File: src/rtl/mdu_iterative.sv
// Iterative multiply/divide unit with HI/LO registers: one shift-add or
// restoring-divide step per clock, start/busy/done handshake, MTHI/MTLO and flush.
`default_nettype none

module mdu_iterative #(
    parameter int data_width = 32
) (
    input  logic                  clk,
    input  logic                  rst_n,
    input  logic                  start,
    input  logic [2:0]            op,
    input  logic [data_width-1:0] in_s1,
    input  logic [data_width-1:0] in_s2,
    input  logic                  flush,
    output logic                  busy,
    output logic                  done,
    output logic                  div_by_zero,
    output logic [data_width-1:0] hi,
    output logic [data_width-1:0] lo
);

    localparam int CW = $clog2(data_width);
    localparam int DW = data_width;

    localparam logic [2:0] OP_MULT  = 3'd0;
    localparam logic [2:0] OP_MULTU = 3'd1;
    localparam logic [2:0] OP_DIV   = 3'd2;
    localparam logic [2:0] OP_DIVU  = 3'd3;
    localparam logic [2:0] OP_MTHI  = 3'd4;
    localparam logic [2:0] OP_MTLO  = 3'd5;

    typedef enum logic [1:0] {
        IDLE = 2'd0,
        CALC = 2'd1,
        FIX  = 2'd2
    } state_t;

    state_t            state_q, state_d;
    logic [CW-1:0]     count_q, count_d;
    logic [2*DW-1:0]   acc_q, acc_d;
    logic [DW-1:0]     opb_q, opb_d;
    logic [DW-1:0]     s1_raw_q, s1_raw_d;
    logic              is_div_q, is_div_d;
    logic              neg_res_q, neg_res_d;
    logic              neg_rem_q, neg_rem_d;
    logic              busy_q, busy_d;
    logic              done_q, done_d;
    logic              dbz_q, dbz_d;
    logic [DW-1:0]     hi_q, hi_d;
    logic [DW-1:0]     lo_q, lo_d;

    logic [DW:0]       mul_sum;
    logic [2*DW-1:0]   mul_next;
    logic [DW:0]       rem_sh;
    logic [DW:0]       rem_diff;
    logic [2*DW-1:0]   div_next;
    logic [2*DW-1:0]   prod_neg;
    logic [DW-1:0]     abs_s1;
    logic [DW-1:0]     abs_s2;
    logic              sign_op;

    // Datapath: the accumulator holds {partial product, multiplier} for
    // multiply and {partial remainder, dividend/quotient} for divide.
    always_comb begin
        mul_sum  = {1'b0, acc_q[2*DW-1:DW]}
                 + (acc_q[0] ? {1'b0, opb_q} : {(DW+1){1'b0}});
        mul_next = {mul_sum, acc_q[DW-1:1]};
        rem_sh   = {acc_q[2*DW-1:DW], acc_q[DW-1]};
        rem_diff = rem_sh - {1'b0, opb_q};
        div_next = rem_diff[DW] ? {rem_sh[DW-1:0],   acc_q[DW-2:0], 1'b0}
                                : {rem_diff[DW-1:0], acc_q[DW-2:0], 1'b1};
        prod_neg = {(2*DW){1'b0}} - acc_q;
        sign_op  = (op == OP_MULT) || (op == OP_DIV);
        abs_s1   = (sign_op && in_s1[DW-1]) ? ({DW{1'b0}} - in_s1) : in_s1;
        abs_s2   = (sign_op && in_s2[DW-1]) ? ({DW{1'b0}} - in_s2) : in_s2;
    end

    always_comb begin
        state_d   = state_q;
        count_d   = count_q;
        acc_d     = acc_q;
        opb_d     = opb_q;
        s1_raw_d  = s1_raw_q;
        is_div_d  = is_div_q;
        neg_res_d = neg_res_q;
        neg_rem_d = neg_rem_q;
        busy_d    = busy_q;
        done_d    = 1'b0;
        dbz_d     = 1'b0;
        hi_d      = hi_q;
        lo_d      = lo_q;

        case (state_q)
            IDLE: begin
                if (start && !flush) begin
                    case (op)
                        OP_MULT, OP_MULTU, OP_DIV, OP_DIVU: begin
                            is_div_d  = op[1];
                            neg_res_d = sign_op && (in_s1[DW-1] ^ in_s2[DW-1]);
                            neg_rem_d = sign_op && in_s1[DW-1];
                            s1_raw_d  = in_s1;
                            count_d   = {CW{1'b0}};
                            busy_d    = 1'b1;
                            state_d   = CALC;
                            if (op[1]) begin
                                acc_d = {{DW{1'b0}}, abs_s1};
                                opb_d = abs_s2;
                            end else begin
                                acc_d = {{DW{1'b0}}, abs_s2};
                                opb_d = abs_s1;
                            end
                        end
                        OP_MTHI: begin
                            hi_d   = in_s1;
                            done_d = 1'b1;
                        end
                        OP_MTLO: begin
                            lo_d   = in_s1;
                            done_d = 1'b1;
                        end
                        default: ;
                    endcase
                end
            end
            CALC: begin
                if (flush) begin
                    busy_d  = 1'b0;
                    state_d = IDLE;
                end else begin
                    acc_d   = is_div_q ? div_next : mul_next;
                    count_d = count_q + CW'(1);
                    if (count_q == CW'(DW - 1)) begin
                        state_d = FIX;
                    end
                end
            end
            FIX: begin
                busy_d  = 1'b0;
                state_d = IDLE;
                if (!flush) begin
                    done_d = 1'b1;
                    if (is_div_q && (opb_q == {DW{1'b0}})) begin
                        // Divide by zero reports the raw dividend, not its magnitude.
                        hi_d  = s1_raw_q;
                        lo_d  = {DW{1'b1}};
                        dbz_d = 1'b1;
                    end else if (is_div_q) begin
                        lo_d = neg_res_q ? ({DW{1'b0}} - acc_q[DW-1:0]) : acc_q[DW-1:0];
                        hi_d = neg_rem_q ? ({DW{1'b0}} - acc_q[2*DW-1:DW])
                                         : acc_q[2*DW-1:DW];
                    end else begin
                        {hi_d, lo_d} = neg_res_q ? prod_neg : acc_q;
                    end
                end
            end
            default: begin
                busy_d  = 1'b0;
                state_d = IDLE;
            end
        endcase
    end

    always_ff @(posedge clk or negedge rst_n) begin
        if (!rst_n) begin
            state_q   <= IDLE;
            count_q   <= {CW{1'b0}};
            acc_q     <= {(2*DW){1'b0}};
            opb_q     <= {DW{1'b0}};
            s1_raw_q  <= {DW{1'b0}};
            is_div_q  <= 1'b0;
            neg_res_q <= 1'b0;
            neg_rem_q <= 1'b0;
            busy_q    <= 1'b0;
            done_q    <= 1'b0;
            dbz_q     <= 1'b0;
            hi_q      <= {DW{1'b0}};
            lo_q      <= {DW{1'b0}};
        end else begin
            state_q   <= state_d;
            count_q   <= count_d;
            acc_q     <= acc_d;
            opb_q     <= opb_d;
            s1_raw_q  <= s1_raw_d;
            is_div_q  <= is_div_d;
            neg_res_q <= neg_res_d;
            neg_rem_q <= neg_rem_d;
            busy_q    <= busy_d;
            done_q    <= done_d;
            dbz_q     <= dbz_d;
            hi_q      <= hi_d;
            lo_q      <= lo_d;
        end
    end

    assign busy        = busy_q;
    assign done        = done_q;
    assign div_by_zero = dbz_q;
    assign hi          = hi_q;
    assign lo          = lo_q;

endmodule

`default_nettype wire

File: config.mk
export PLATFORM = sky130hd
export DESIGN_NAME = mdu_iterative
export DESIGN_NICKNAME = d
export VERILOG_FILES = /design/src/rtl/mdu_iterative.sv
export SDC_FILE = /design/constraint.sdc
export NUM_CORES = 1
export LEC_CHECK = 0
export BUFFER_PORTS_ARGS = -buffer_cell sky130_fd_sc_hd__buf_2
export CAP_MARGIN = 20
export CELL_PAD_IN_SITES_DETAIL_PLACEMENT = 1
export CELL_PAD_IN_SITES_GLOBAL_PLACEMENT = 1
export CORE_UTILIZATION = 40
export CTS_CLUSTER_SIZE = 28
export DETAILED_ROUTE_END_ITERATION = 12
export PLACE_DENSITY_LB_ADDON = 0.1
export SETUP_SLACK_MARGIN = 0.5
export SLEW_MARGIN = 10
export SYNTH_ARGS = -nofsm -noshare
export SYNTH_HDL_FRONTEND = slang
export SYNTH_SLANG_ARGS = --single-unit
File: constraint.sdc
create_clock -name clk -period 9.9 [get_ports clk]
set_clock_uncertainty 0.2 [all_clocks]
set_input_delay 1.485 -clock clk [delete_from_list [all_inputs] [get_ports clk]]
set_output_delay 1.485 -clock clk [all_outputs]
set_load 0.05 [all_outputs]
==> flow_metrics.py, run 1 <==
metrics = {
    "yosys": {
        "netlist_instances": 2205,
        "ys_ff_latch": 205,
        "synth_cell_types": 82,
        "synthFlopType": "dfrtp_1",
        "netlist.area_leader.share_pct": 30.2,
        "synthesis.nets": 2348,
        "synth_edf_count": 0,
        "seq_area_frac_synth_pct": 30.2,
        "yosys_warnings": 0,
        "postSynthAreaPerCell_um2": 7.71,
        "synthArstFlopShare_pct": 100,
        "synth_area_um2": 17000,
        "synth_area_leaders": "dfrtp_1 30%, nand2_1 6.6%, a21oi_1 6.4%",
        "yosysTopAreaCell": "dfrtp_1",
    },
    "final_layout": {
        "postLayoutCellArea_um2": 19000,
        "finish.utilization_pct": 45.2,
        "area_delta_synth_final_pct": 11.6,
        "final_nets": 2393,
        "multi_input_area_um2": 11100,
        "instances_no_fill": 2807,
        "drive_above_1_share_pct": 11.2,
        "ff_latch_area_um2": 5130,
        "diodes": 0,
        "nFillCells": 5196,
    },
    "timing": {
        "rsz0062_at_grt": "false",
        "setup_viol": 0,
        "period_needed_ps": 4590,
        "max_freq_ghz": 0.218,
        "setup_ws_ps": 5310,
        "final.period_utilization_pct": 46.3,
        "holdWs_ps": 274,
        "fin_setup_tns_ps": 0,
        "relSlewSlack_pct": 31.7,
        "worst_slew_pin_slew_ps": 1030,
        "maxSlewViolCount": 0,
        "finalHoldViolations": 0,
    },
    "floorplan": {
        "fp.dieW_um": 208,
        "num_rows": 75,
        "core_area_um2": 41900,
        "start_util_pct": 40.5,
        "dieArea_um2": 43300,
        "boundaryPins": 138,
        "die_y_um": 208,
    },
    "clock_tree": {
        "cts_tree": "built",
        "cts-root-buf": "clkbuf_16",
        "cts_buffer_depth": 3,
        "cts-resized-gates": 0,
        "clock_latency_ps": 560,
        "hold_buffers": 0,
        "tritoncts.num_buffers": 27,
        "cts.sinks": 205,
        "clk_pin_slew_worst_paths_ps": 60,
        "cts_setup_buffers": 0,
        "htree_levels": 1,
    },
    "setup_path": {
        "worstPathArrival_ps": 4830,
        "crit_start": "acc_q[32]",
        "endpoint_kind": "register",
        "cp_max_fo": 32,
        "critPathRequiredTime_ps": 10150,
        "crit_end": "acc_q[58]",
        "r2r-start": "acc_q[32]",
        "cp-start-kind": "register",
        "rrSetupSlack_ps": 5310,
        "worstSetupPathType": "register to register",
        "r2r-end": "acc_q[58]",
        "rr_worst_depth": 11,
    },
    "place": {
        "hpwlAfterDp_mm": 54.5,
        "dp_cells": 2758,
        "routabilityCongestion": 0.928,
        "placed_area_um2": 18100,
        "port_buffers": 137,
        "pre_cts_ws_ps": 5260,
    },
    "route": {
        "vias_per_cell": 6.23,
        "drtAntennaViolNets": 0,
        "vias": 17489,
        "drc": 0,
        "drt_iter0_markers": 1482,
        "wl_per_cell_um": 25.7,
        "routed_wl_mm": 72.3,
        "dr.pass1.iters": 5,
    },
    "global_routing": {
        "grt_first_pass_wirelength_mm": 110,
        "grt_pass1_vias": 17610,
        "antenna_found_initial": 0,
        "grt_util_all_layers_pct": 33.1,
        "grt_max_degree": 94,
        "overflow": 0,
    },
    "job": {
        "drv_cap": 0,
    },
    "power": {
        "total_power_mw": 5.29,
        "max-vdd-ir-drop_uv": 138,
        "power_density_nw_per_um2": 279,
        "p_leak_nw": 8.33,
    },
    "run_status": {
        "run_status": "complete, no violations",
    },
    "min_path": {
        "min_path_type": "register to register",
    },
}
## registers in the layout, summed over array words and instances, names as in the netlist
name / flops
acc_q: 64
hi: 32
lo: 32
opb_q: 32
s1_raw_q: 32
count_q: 5
state_q: 2
busy: 1
div_by_zero: 1
done: 1
is_div_q: 1
neg_rem_q: 1
neg_res_q: 1
## Yosys cell counts (all sizes together), types with 6 or more instances
| library cell | count |
|---|---|
| a211oi | 19 |
| a21o | 26 |
| a21oi | 218 |
| a221oi | 6 |
| a22oi | 21 |
| a31oi | 22 |
| and2 | 12 |
| and3 | 10 |
| buf | 31 |
| clkbuf | 118 |
| dfrtp | 205 |
| ha | 70 |
| inv | 66 |
| mux2 | 10 |
| mux2i | 84 |
| nand2 | 298 |
| nand2b | 22 |
| nand3 | 45 |
| nand3b | 7 |
| nand4 | 19 |
| nor2 | 213 |
| nor2b | 10 |
| nor3 | 40 |
| nor3b | 6 |
| nor4 | 29 |
| o211ai | 17 |
| o21a | 11 |
| o21ai | 206 |
| o21bai | 7 |
| o22ai | 38 |
| o31ai | 26 |
| o41ai | 8 |
| or3 | 25 |
| or4 | 20 |
| xnor2 | 108 |
| xor2 | 61 |
## worst max-delay path, cell delays in order, from the launching register on
cell and delay, ps:
dfrtp_1 600, inv_1 210, fa_1 540, nand2b_1 200
a21oi_1 300, o21a_1 320, o211ai_1 170, nand3_1 230
a21o_1 250, and2_2 870, mux2i_1 250, a311oi_1 340
## power by group
group | leakage, nW | internal (mW) | switching (mW)
clock | 0.413 | 0.568 | 0.420
sequential | 2.56 | 1.04 | 0.367
combinational | 5.36 | 1.04 | 1.86
total | 8.33 | 2.64 | 2.64
## kinds of logic (layout without fill, tap and decap cells)
group	Yosys count	count (layout)	share of synthesized area [%]
buffers and inverters	215	278	4.91
adder cells (fa/ha/maj)	72	72	5.39
XOR/XNOR	169	169	8.71
multiplexers	94	94	5.61
AO/OA/AOI/OAI	676	676	24.0
AND/OR/NAND/NOR	774	774	21.2
flip-flops	205	205	30.2
## worst min-delay path by stage
stage	startpoint	to	slack [ps]	depth (start not counted)
2_1_floorplan	s1_raw_q[19]	s1_raw_q[19]	240	2
3_3_place_gp	s1_raw_q[7]	s1_raw_q[7]	250	2
3_5_place_dp	hi[3]	hi[3]	270	2
4_1_cts	lo[13]	lo[13]	280	2
5_1_grt	lo[13]	lo[13]	290	2
6_report	lo[13]	lo[13]	270	2
## area by class of cell
cell class	instances	area share [%]
Multi-Input combinational cell	1785	58.4
Sequential cell	205	27.1
Timing Repair Buffer	165	5.09
Clock buffer	33	3.79
Tap cell	539	3.56
Inverter	66	1.31
Clock inverter	14	0.745
## cell usage in the layout, fill, tap and decap left out, types with 45 or more instances in the layout
cell	count
a21oi_1	217
buf_2	135
dfrtp_1	204
ha_1	70
inv_1	66
mux2i_1	84
nand2_1	297
nand3_1	45
nor2_1	212
o21ai_0	197
xnor2_1	108
xor2_1	61
## metal layers
| metal | wire length, µm | share of wire (%) | track usage, % |
|---|---|---|---|
| met5 | 0 | 0 | 0 |
| met4 | 2670 | 3.7 | 12.0 |
| met3 | 4550 | 6.3 | 5.19 |
| met2 | 32800 | 45 | 53.0 |
| met1 | 32200 | 45 | 45.0 |
(Power assumes the default switching activity.)
==> run 2, diff against run 1 <==
==> constraint.sdc (replaced) <==
create_clock -name clk -period 3.85 [get_ports clk]
set_clock_uncertainty 0.2 [all_clocks]
set_input_delay 0.5775 -clock clk [delete_from_list [all_inputs] [get_ports clk]]
set_output_delay 0.5775 -clock clk [all_outputs]
set_load 0.05 [all_outputs]
==> flow_metrics.py, run 2 (synthesized netlist as in run 1, its figures left out) <==
metrics = {
    "final_layout": {
        "largest_reg_flops": 64,
        "final_common_cell": "nand2_1",
        "area_delta_synth_final_pct": 23.1,
        "largest-register": "acc_q",
        "drive_above_1_share_pct": 21.3,
        "layout_common_cells": "293 x nand2_1, 201 x nor2_1, 199 x a21oi_1, 199 x dfrtp_1, 183 x o21ai_0",
        "final_nets": 2534,
        "finish.utilization_pct": 49.9,
    },
    "global_routing": {
        "overflow": 0,
        "grt_max_degree": 80,
        "antenna_found_initial": 1,
        "grt_util_all_layers_pct": 35.4,
        "grt_first_pass_wirelength_mm": 117,
        "grt_pass1_vias": 18603,
    },
    "timing": {
        "worst_slew_pin_slew_ps": 1030,
        "setup_viol": 0,
        "finalHoldViolations": 0,
        "fin_setup_tns_ps": 0,
        "maxSlewViolCount": 0,
        "period_needed_ps": 3560,
        "max_freq_ghz": 0.281,
        "rsz0062_at_grt": "true",
        "final.period_utilization_pct": 92.5,
        "relSlewSlack_pct": 31.3,
    },
    "setup_path": {
        "worstPathArrival_ps": 3830,
        "cp_max_fo": 13,
        "critPathRequiredTime_ps": 4120,
        "worstSetupPathType": "register to register",
        "cp-start-kind": "register",
        "endpoint_kind": "register",
        "rr_worst_depth": 15,
    },
    "floorplan": {
        "dieArea_um2": 43300,
        "fp.dieW_um": 208,
        "core_area_um2": 41900,
        "num_rows": 75,
        "boundaryPins": 138,
        "start_util_pct": 40.5,
        "die_y_um": 208,
    },
    "clock_tree": {
        "cts.sinks": 205,
        "clock_latency_ps": 570,
        "tritoncts.num_buffers": 27,
        "htree_levels": 1,
        "cts_buffer_depth": 3,
        "cts_tree": "built",
        "clk_pin_slew_worst_paths_ps": 60,
        "cts-root-buf": "clkbuf_16",
    },
    "route": {
        "drt_iter0_markers": 1840,
        "drc": 0,
        "wl_per_cell_um": 26.7,
        "dr.pass1.iters": 5,
        "drtAntennaViolNets": 0,
        "routed_wl_mm": 78.7,
        "vias_per_cell": 6.31,
        "vias": 18602,
    },
    "place": {
        "hpwlAfterDp_mm": 57.9,
        "port_buffers": 137,
        "routabilityCongestion": 0.947,
    },
    "min_path": {
        "whs_path_depth": 3,
        "min_path_type": "input port to register",
    },
    "power": {
        "max-vdd-ir-drop_uv": 334,
        "p_leak_nw": 9.21,
        "power_density_nw_per_um2": 736,
    },
    "run_status": {
        "run_status": "complete, no violations",
    },
    "job": {
        "drv_cap": 0,
    },
}
## run 2: changes by cell type in the layout (fill, tap and decap cells not counted), moves of 8 or more
cell / before / now
ha_4: 0 / 11
buf_6: 0 / 8
ha_1: 70 / 54
o21ai_0: 197 / 183
o21ai_1: 8 / 20
buf_4: 26 / 152
a21oi_2: 1 / 15
nor4_1: 24 / 15
a21oi_1: 217 / 199
nor2_1: 212 / 201
## run 2: worst paths after layout
check                           from      endpoint  slack, ps
setup / recovery            acc_q[0]     acc_q[57]        290
hold / removal             in_s1[17]  s1_raw_q[17]        130
setup reg to reg            acc_q[0]     acc_q[57]        290
hold reg to reg               hi[14]        hi[14]        270
max in group asynchronous      rst_n     acc_q[13]       2150
min in group asynchronous      rst_n     acc_q[58]        350
## run 2: area by class of cell
cell class,count,area (µm²)
Antenna cell,1,2.50
Inverter,66,255
Clock buffer,33,718
Multi-Input combinational cell,1785,11800
Tap cell,539,674
Fill cell,5090,21000
Timing Repair inverter,1,16.3
Sequential cell,205,5140
Timing Repair Buffer,305,2110
Clock inverter,11,158
## run 2: repair_timing
item                                    in CTS  in global routing
endpoints found under the hold margin       56                  0
gates resized for setup                     83                 95
pin swaps                                   48                 29
endpoints found under the setup margin      61                 61
cloned                                       3                  0
hold buffers                                 1                  0
buffers inserted                            38                 13
## run 2: critical path, stage by stage (launching register included)
cell and delay (ps):
dfrtp_2 470, inv_8 90, buf_12 140, buf_4 180, nor2_1 120, ha_1 340, inv_1 220, a22o_1 290
a41oi_4 270, buf_4 170, buf_4 110, a31oi_4 90, or4_1 490, nand3_1 110, a41oi_1 50, o21ai_0 100
## run 2: report_power, final
| part | total, mW | switching (mW) | leakage, nW | internal (mW) |
|---|---|---|---|---|
| clock | 2.61 | 1.04 | 0.432 | 1.57 |
| sequential | 3.34 | 0.659 | 2.55 | 2.68 |
| combinational | 9.45 | 5.86 | 6.23 | 3.59 |
## run 2: routing by layer
metal / global-route usage, % / vias to the layer above / share of wire [%]
met5: 0 / - / 0.017
met4: 13.7 / 2 / 4.5
li1: - / 8274 / -
met3: 5.74 / 194 / 7.3
met1: 48.6 / 9334 / 43
met2: 55.7 / 798 / 45
## run 2: through the flow
step                cells  instance area, µm²  worst slack [ps]  total power [mW]  hold WS, ps
floorplan            2205               17100               497              8.61         81.9
global placement     2846               18800              -135              11.3          253
detailed placement   2846               18800              -126              11.5          263
CTS                  2932               20400               424              14.8          115
global route         2945               20900               226              16.2          130
finish               2946               20900               290              15.4          130
